<file path="config.mk">
export PLATFORM = sky130hd
export DESIGN_NAME = keypad_cmd_queue
export DESIGN_NICKNAME = d
export VERILOG_FILES = /design/src/rtl/keypad_cmd_queue.sv
export SDC_FILE = /design/constraint.sdc
export NUM_CORES = 1
export LEC_CHECK = 0
export CORE_ASPECT_RATIO = 1.25
export CORE_MARGIN = 5
export CORE_UTILIZATION = 28
export CTS_CLUSTER_DIAMETER = 100
export DETAILED_ROUTE_END_ITERATION = 10
export PLACE_DENSITY = 0.41
export SKIP_CTS_REPAIR_TIMING = 1
export SYNTH_ARGS = -nofsm -noshare
export SYNTH_HDL_FRONTEND = slang
export SYNTH_SLANG_ARGS = --single-unit
export TNS_END_PERCENT = 1
</file>
<file path="constraint.sdc">
create_clock -name clk -period 3.68 [get_ports clk]
set_input_delay 0.736 -clock clk [delete_from_list [all_inputs] [get_ports clk]]
set_output_delay 0.736 -clock clk [all_outputs]
set_load 0.02 [all_outputs]
</file>
<file path="src/rtl/keypad_cmd_queue.sv">
// ============================================================================
//  Module      : keypad_cmd_queue
//  Description : Glitch-filtering debouncer for the keypad decoder code, with
//                press/auto-repeat event generation and a 4-entry command FIFO.
//  Revision    : 1.0 - initial release
// ============================================================================
`default_nettype none

module keypad_cmd_queue #(
   parameter int STABLE_CYCLES = 1024,
   parameter int REPEAT_CYCLES = 25_000_000
) (
   input  logic       clk,
   input  logic       rst,
   input  logic [2:0] KeyCode,
   input  logic       CmdReady,
   input  logic       OvfClr,
   output logic       CmdValid,
   output logic [2:0] CmdCode,
   output logic [2:0] Held,
   output logic [2:0] Level,
   output logic       Overflow
);

   localparam int              CNT_W    = $clog2(STABLE_CYCLES);
   localparam logic [CNT_W-1:0] CNT_LAST = CNT_W'(STABLE_CYCLES - 1);
   localparam int              REP_W    = (REPEAT_CYCLES > 1) ? $clog2(REPEAT_CYCLES) : 1;
   localparam logic [REP_W-1:0] REP_LAST = (REPEAT_CYCLES > 0) ? REP_W'(REPEAT_CYCLES - 1) : '0;
   localparam logic [2:0]       NO_KEY   = 3'b111;

   logic [2:0]       norm;
   logic [2:0]       cand_q, cand_d;
   logic [CNT_W-1:0] cnt_q, cnt_d;
   logic [2:0]       held_q, held_d;
   logic [REP_W-1:0] rep_q, rep_d;
   logic             push, push_ok, pop, full, drop;
   logic [3:0][2:0]  mem_q, mem_d;
   logic [1:0]       wr_ptr_q, wr_ptr_d, rd_ptr_q, rd_ptr_d;
   logic [2:0]       count_q, count_d;
   logic             ovf_q, ovf_d;

   always_comb begin
      norm   = (KeyCode <= 3'b100) ? KeyCode : NO_KEY;
      cand_d = cand_q;
      cnt_d  = cnt_q;
      held_d = held_q;
      if (norm != cand_q) begin
         cand_d = norm;
         cnt_d  = '0;
      end else if (cnt_q < CNT_LAST) begin
         cnt_d = cnt_q + 1'b1;
      end else if (cand_q != held_q) begin
         held_d = cand_q;
      end
   end

   // A change of Held restarts the repeat timer, so repeat and press pushes are exclusive.
   always_comb begin
      push  = 1'b0;
      rep_d = rep_q;
      if (held_d != held_q) begin
         rep_d = '0;
         push  = (held_d != NO_KEY);
      end else if ((held_q != NO_KEY) && (REPEAT_CYCLES != 0)) begin
         if (rep_q == REP_LAST) begin
            rep_d = '0;
            push  = 1'b1;
         end else begin
            rep_d = rep_q + 1'b1;
         end
      end else begin
         rep_d = '0;
      end
   end

   always_comb begin
      full     = (count_q == 3'd4);
      pop      = (count_q != 3'd0) && CmdReady;
      push_ok  = push && (!full || pop);
      drop     = push && full && !pop;
      mem_d    = mem_q;
      wr_ptr_d = wr_ptr_q;
      rd_ptr_d = rd_ptr_q;
      count_d  = count_q;
      if (push_ok) begin
         mem_d[wr_ptr_q] = held_d;
         wr_ptr_d        = wr_ptr_q + 2'd1;
      end
      if (pop) begin
         rd_ptr_d = rd_ptr_q + 2'd1;
      end
      if (push_ok && !pop) begin
         count_d = count_q + 3'd1;
      end else if (pop && !push_ok) begin
         count_d = count_q - 3'd1;
      end
      // Setting wins over a same-cycle clear.
      if (drop) begin
         ovf_d = 1'b1;
      end else if (OvfClr) begin
         ovf_d = 1'b0;
      end else begin
         ovf_d = ovf_q;
      end
   end

   always_ff @(posedge clk or posedge rst) begin
      if (rst) begin
         cand_q   <= NO_KEY;
         cnt_q    <= '0;
         held_q   <= NO_KEY;
         rep_q    <= '0;
         mem_q    <= {4{NO_KEY}};
         wr_ptr_q <= 2'd0;
         rd_ptr_q <= 2'd0;
         count_q  <= 3'd0;
         ovf_q    <= 1'b0;
      end else begin
         cand_q   <= cand_d;
         cnt_q    <= cnt_d;
         held_q   <= held_d;
         rep_q    <= rep_d;
         mem_q    <= mem_d;
         wr_ptr_q <= wr_ptr_d;
         rd_ptr_q <= rd_ptr_d;
         count_q  <= count_d;
         ovf_q    <= ovf_d;
      end
   end

   assign CmdValid = (count_q != 3'd0);
   assign CmdCode  = CmdValid ? mem_q[rd_ptr_q] : NO_KEY;
   assign Held     = held_q;
   assign Level    = count_q;
   assign Overflow = ovf_q;

endmodule

`default_nettype wire

</file>
==> impl_metrics.env <==
export IMPL_status="finished, final reports clean"
export IMPL_antenna_found_initial=0
export IMPL_ys_types=50
export IMPL_dr_pass1_iters=4
export IMPL_ys_warn_count=0
export IMPL_rows=43
export IMPL_insertedDiodeCount=0
export IMPL_critPathLaunchType="primary input"
export IMPL_n_fill_cell=1159
export IMPL_synth_edf_count=0
export IMPL_cts_sinks=61
export IMPL_cts_tree="done"
export IMPL_worstSetupPathType="in2reg"
export IMPL_viasPerCell=4.721
export IMPL_grt_max_degree=25
export IMPL_hold_viol=0
export IMPL_endpoint_kind="flip-flop"
export IMPL_top_level_ports=18
export IMPL_grt_pass1_vias=2386
export IMPL_tns_ns=0
export IMPL_netSwitchingFraction_pct=25.94
export IMPL_place_congestion=0.7162
export IMPL_ys_seq_elements=61
export IMPL_detailroute_via_count=2186
export IMPL_path_clk_slew_ns=0.05
export IMPL_core_area_um2=11190
export IMPL_cts_buffers=9
export IMPL_slew_limit_headroom_pct=56.32
export IMPL_ant_nets=0
export IMPL_fin_crit_sh_pct=87.23
export IMPL_hp_class="reg2reg"
export IMPL_max_slew_worst_pin_slew_ns=0.6492
export IMPL_die_area_um2=13780
export IMPL_route_detailed_drc=0
export IMPL_grt_pass1_wl_um=12010
export IMPL_yosysSeqAreaShare_pct=48.02
export IMPL_cp_max_fo=7
export IMPL_synth_async_reset_ratio_pct=100.0
export IMPL_crit_required_ns=3.93
export IMPL_dieHeight_um=130
export IMPL_setup_violations=0
export IMPL_combPwrFrac_pct=14.7
export IMPL_initial_core_util_pct=28.82
export IMPL_die_x_um=106
export IMPL_root_buffer="clkbuf_16"
export IMPL_htreeDepth=3
export IMPL_max_vdd_ir_drop_mv=0.2958
export IMPL_cp_arrival_ns=3.46
export IMPL_period_minus_slack_ns=3.210
export IMPL_drv_slew=0
export IMPL_netlist_area_um2=3226
export IMPL_syn2layout_area_growth_pct=19.90
export IMPL_dpl_hpwl_um=4816
export IMPL_synthCells=296
export IMPL_pwr_share_seq_pct=41.0
export IMPL_synthFlopType="dfrtp_1"
export IMPL_final_common_cell="nor2_1"
export IMPL_max_cap_violations=0
export IMPL_switchingPower_mw=0.4854
export IMPL_syn_area_per_cell_um2=10.90
export IMPL_gr_usage_all_layers_pct=11.22
export IMPL_final_cell_mix="nor2_1, dfrtp_1, xor2_1, nand2_1, dfstp_2"
export IMPL_p_int_mw=1.386
export IMPL_drt_wl_total_um=6823
export IMPL_clockPowerShare_pct=44.3
export IMPL_port_buffers=17
export IMPL_clockBufferDepth=2
export IMPL_drt_iter0_markers=85
export IMPL_finClkSkew_ns=0.005046
export IMPL_p_leak_nw=1.636
export IMPL_drive_above_1_share_pct=19.82
export IMPL_power_mw=1.871
export IMPL_clk_latency_ns=0.32
export IMPL_synth_nets=311
export IMPL_rsz0062_at_grt="false"
export IMPL_powerDensity_nw_per_um2=483.8
export IMPL_max_freq_ghz=0.3115
export IMPL_finalNetCount=338
export IMPL_overflow=0
export IMPL_post_drt_wl_per_cell_um=14.74
## layer usage
layer	part of all wire, %	vias up	track usage, %	routed length [µm]
met5	0	-	0	0
met2	50	16	18.77	3434
met1	46	1076	13.63	3128
li1	-	1086	-	-
met3	1.9	8	3.167	130
met4	1.9	0	4.802	130
## power groups by stage
stage | clock network [mW] | registers, mW | logic (mW)
after CTS | 0.857 | 0.769 | 0.284
after detailed placement | 0 | 0.778 | 0.279
after floorplan | 0 | 0.771 | 0.163
final | 0.829 | 0.767 | 0.276
after global routing | 0.899 | 0.774 | 0.300
after global placement | 0 | 0.781 | 0.278
## worst max-delay path: stages
cell and delay [ns]:
clkdlybuf4s50_1 0.54, nor4_1 0.30, and3_1 0.25, a211oi_4 0.06, or2_0 0.27, o21ai_2 0.23
ha_1 0.22, inv_1 0.06, fa_1 0.38, xor2_1 0.15, nor2_1 0.11, xor2_1 0.14
## final cells by class
type                    instances  area [µm²]  share of cell area, %
repair buffers                 24       222.7                  5.759
clock inverters                 5       50.05                  1.294
inverters                       9       33.78                 0.8735
well taps                     135       168.9                  4.368
flip-flops and latches         61        1549                  40.05
clock buffers                  11       242.7                  6.276
multi-input cells             218        1600                  41.38
## cell usage after synthesis (all sizes together) (3+ instances only)
cell    instances  share of area [%]
nand3          16                2.9
nor3           12                2.2
xor2           21                5.7
nand2          21                2.4
nand4           5                1.2
ha              7                2.7
nor2           46                5.4
and3            7                1.4
mux4            3                2.1
a41oi           4                2.0
xnor2          15                4.1
dfrtp          43                 33
buf             5               0.97
inv             9                1.0
a21oi           3               0.47
clkbuf          3               0.35
nor4            3                1.0
dfstp          18                 15
mux2           17                5.9
or2             4               0.78
o21ai           4               0.74
nor2b           3               0.58
## logic make-up after synthesis
| logic type | count (synthesis) | share of synthesized area, % |
|---|---|---|
| compound gates | 22 | 6.400 |
| simple gates | 130 | 21.45 |
| buf+inv | 17 | 2.366 |
| fa+ha+maj | 8 | 3.336 |
| mux | 22 | 8.650 |
| xor+xnor | 36 | 9.775 |
| flops | 61 | 48.02 |
## metrics by stage
step	setup WS, ns	instance area [µm²]	std cells	util, %	hold WS, ns
2_1_floorplan	0.6431	3226	296	-	0.4709
3_3_place_gp	0.1947	3575	447	31.94	0.5017
3_5_place_dp	0.1248	3575	447	31.94	0.5072
4_1_cts	0.4675	3867	463	34.56	0.5144
5_1_grt	0.3049	3867	463	34.56	0.5402
6_report	0.4699	3867	463	34.56	0.5136
## sequential cells by signal (all words and copies together), names as in the netlist
| signal | count |
|---|---|
| rd_ptr_q | 2 |
| mem_q | 12 |
| wr_ptr_q | 2 |
| Overflow | 1 |
| Level | 3 |
| cnt_q | 10 |
| Held | 3 |
| rep_q | 25 |
| cand_q | 3 |
## path summary, 6_finish.rpt
check,start,endpoint,slack (ns),cells after the start
worst min register to register,cnt_q[4],cnt_q[4],0.51,1
max in group asynchronous,rst,mem_q[4],2.15,3
worst max register to register,cnt_q[0],Level[2],0.88,12
worst min-delay path,cnt_q[4],cnt_q[4],0.51,1
worst max-delay path,KeyCode[1],Level[2],0.47,12
min in group asynchronous,rst,cnt_q[6],0.80,2
Power figures use the tool's default switching activity.
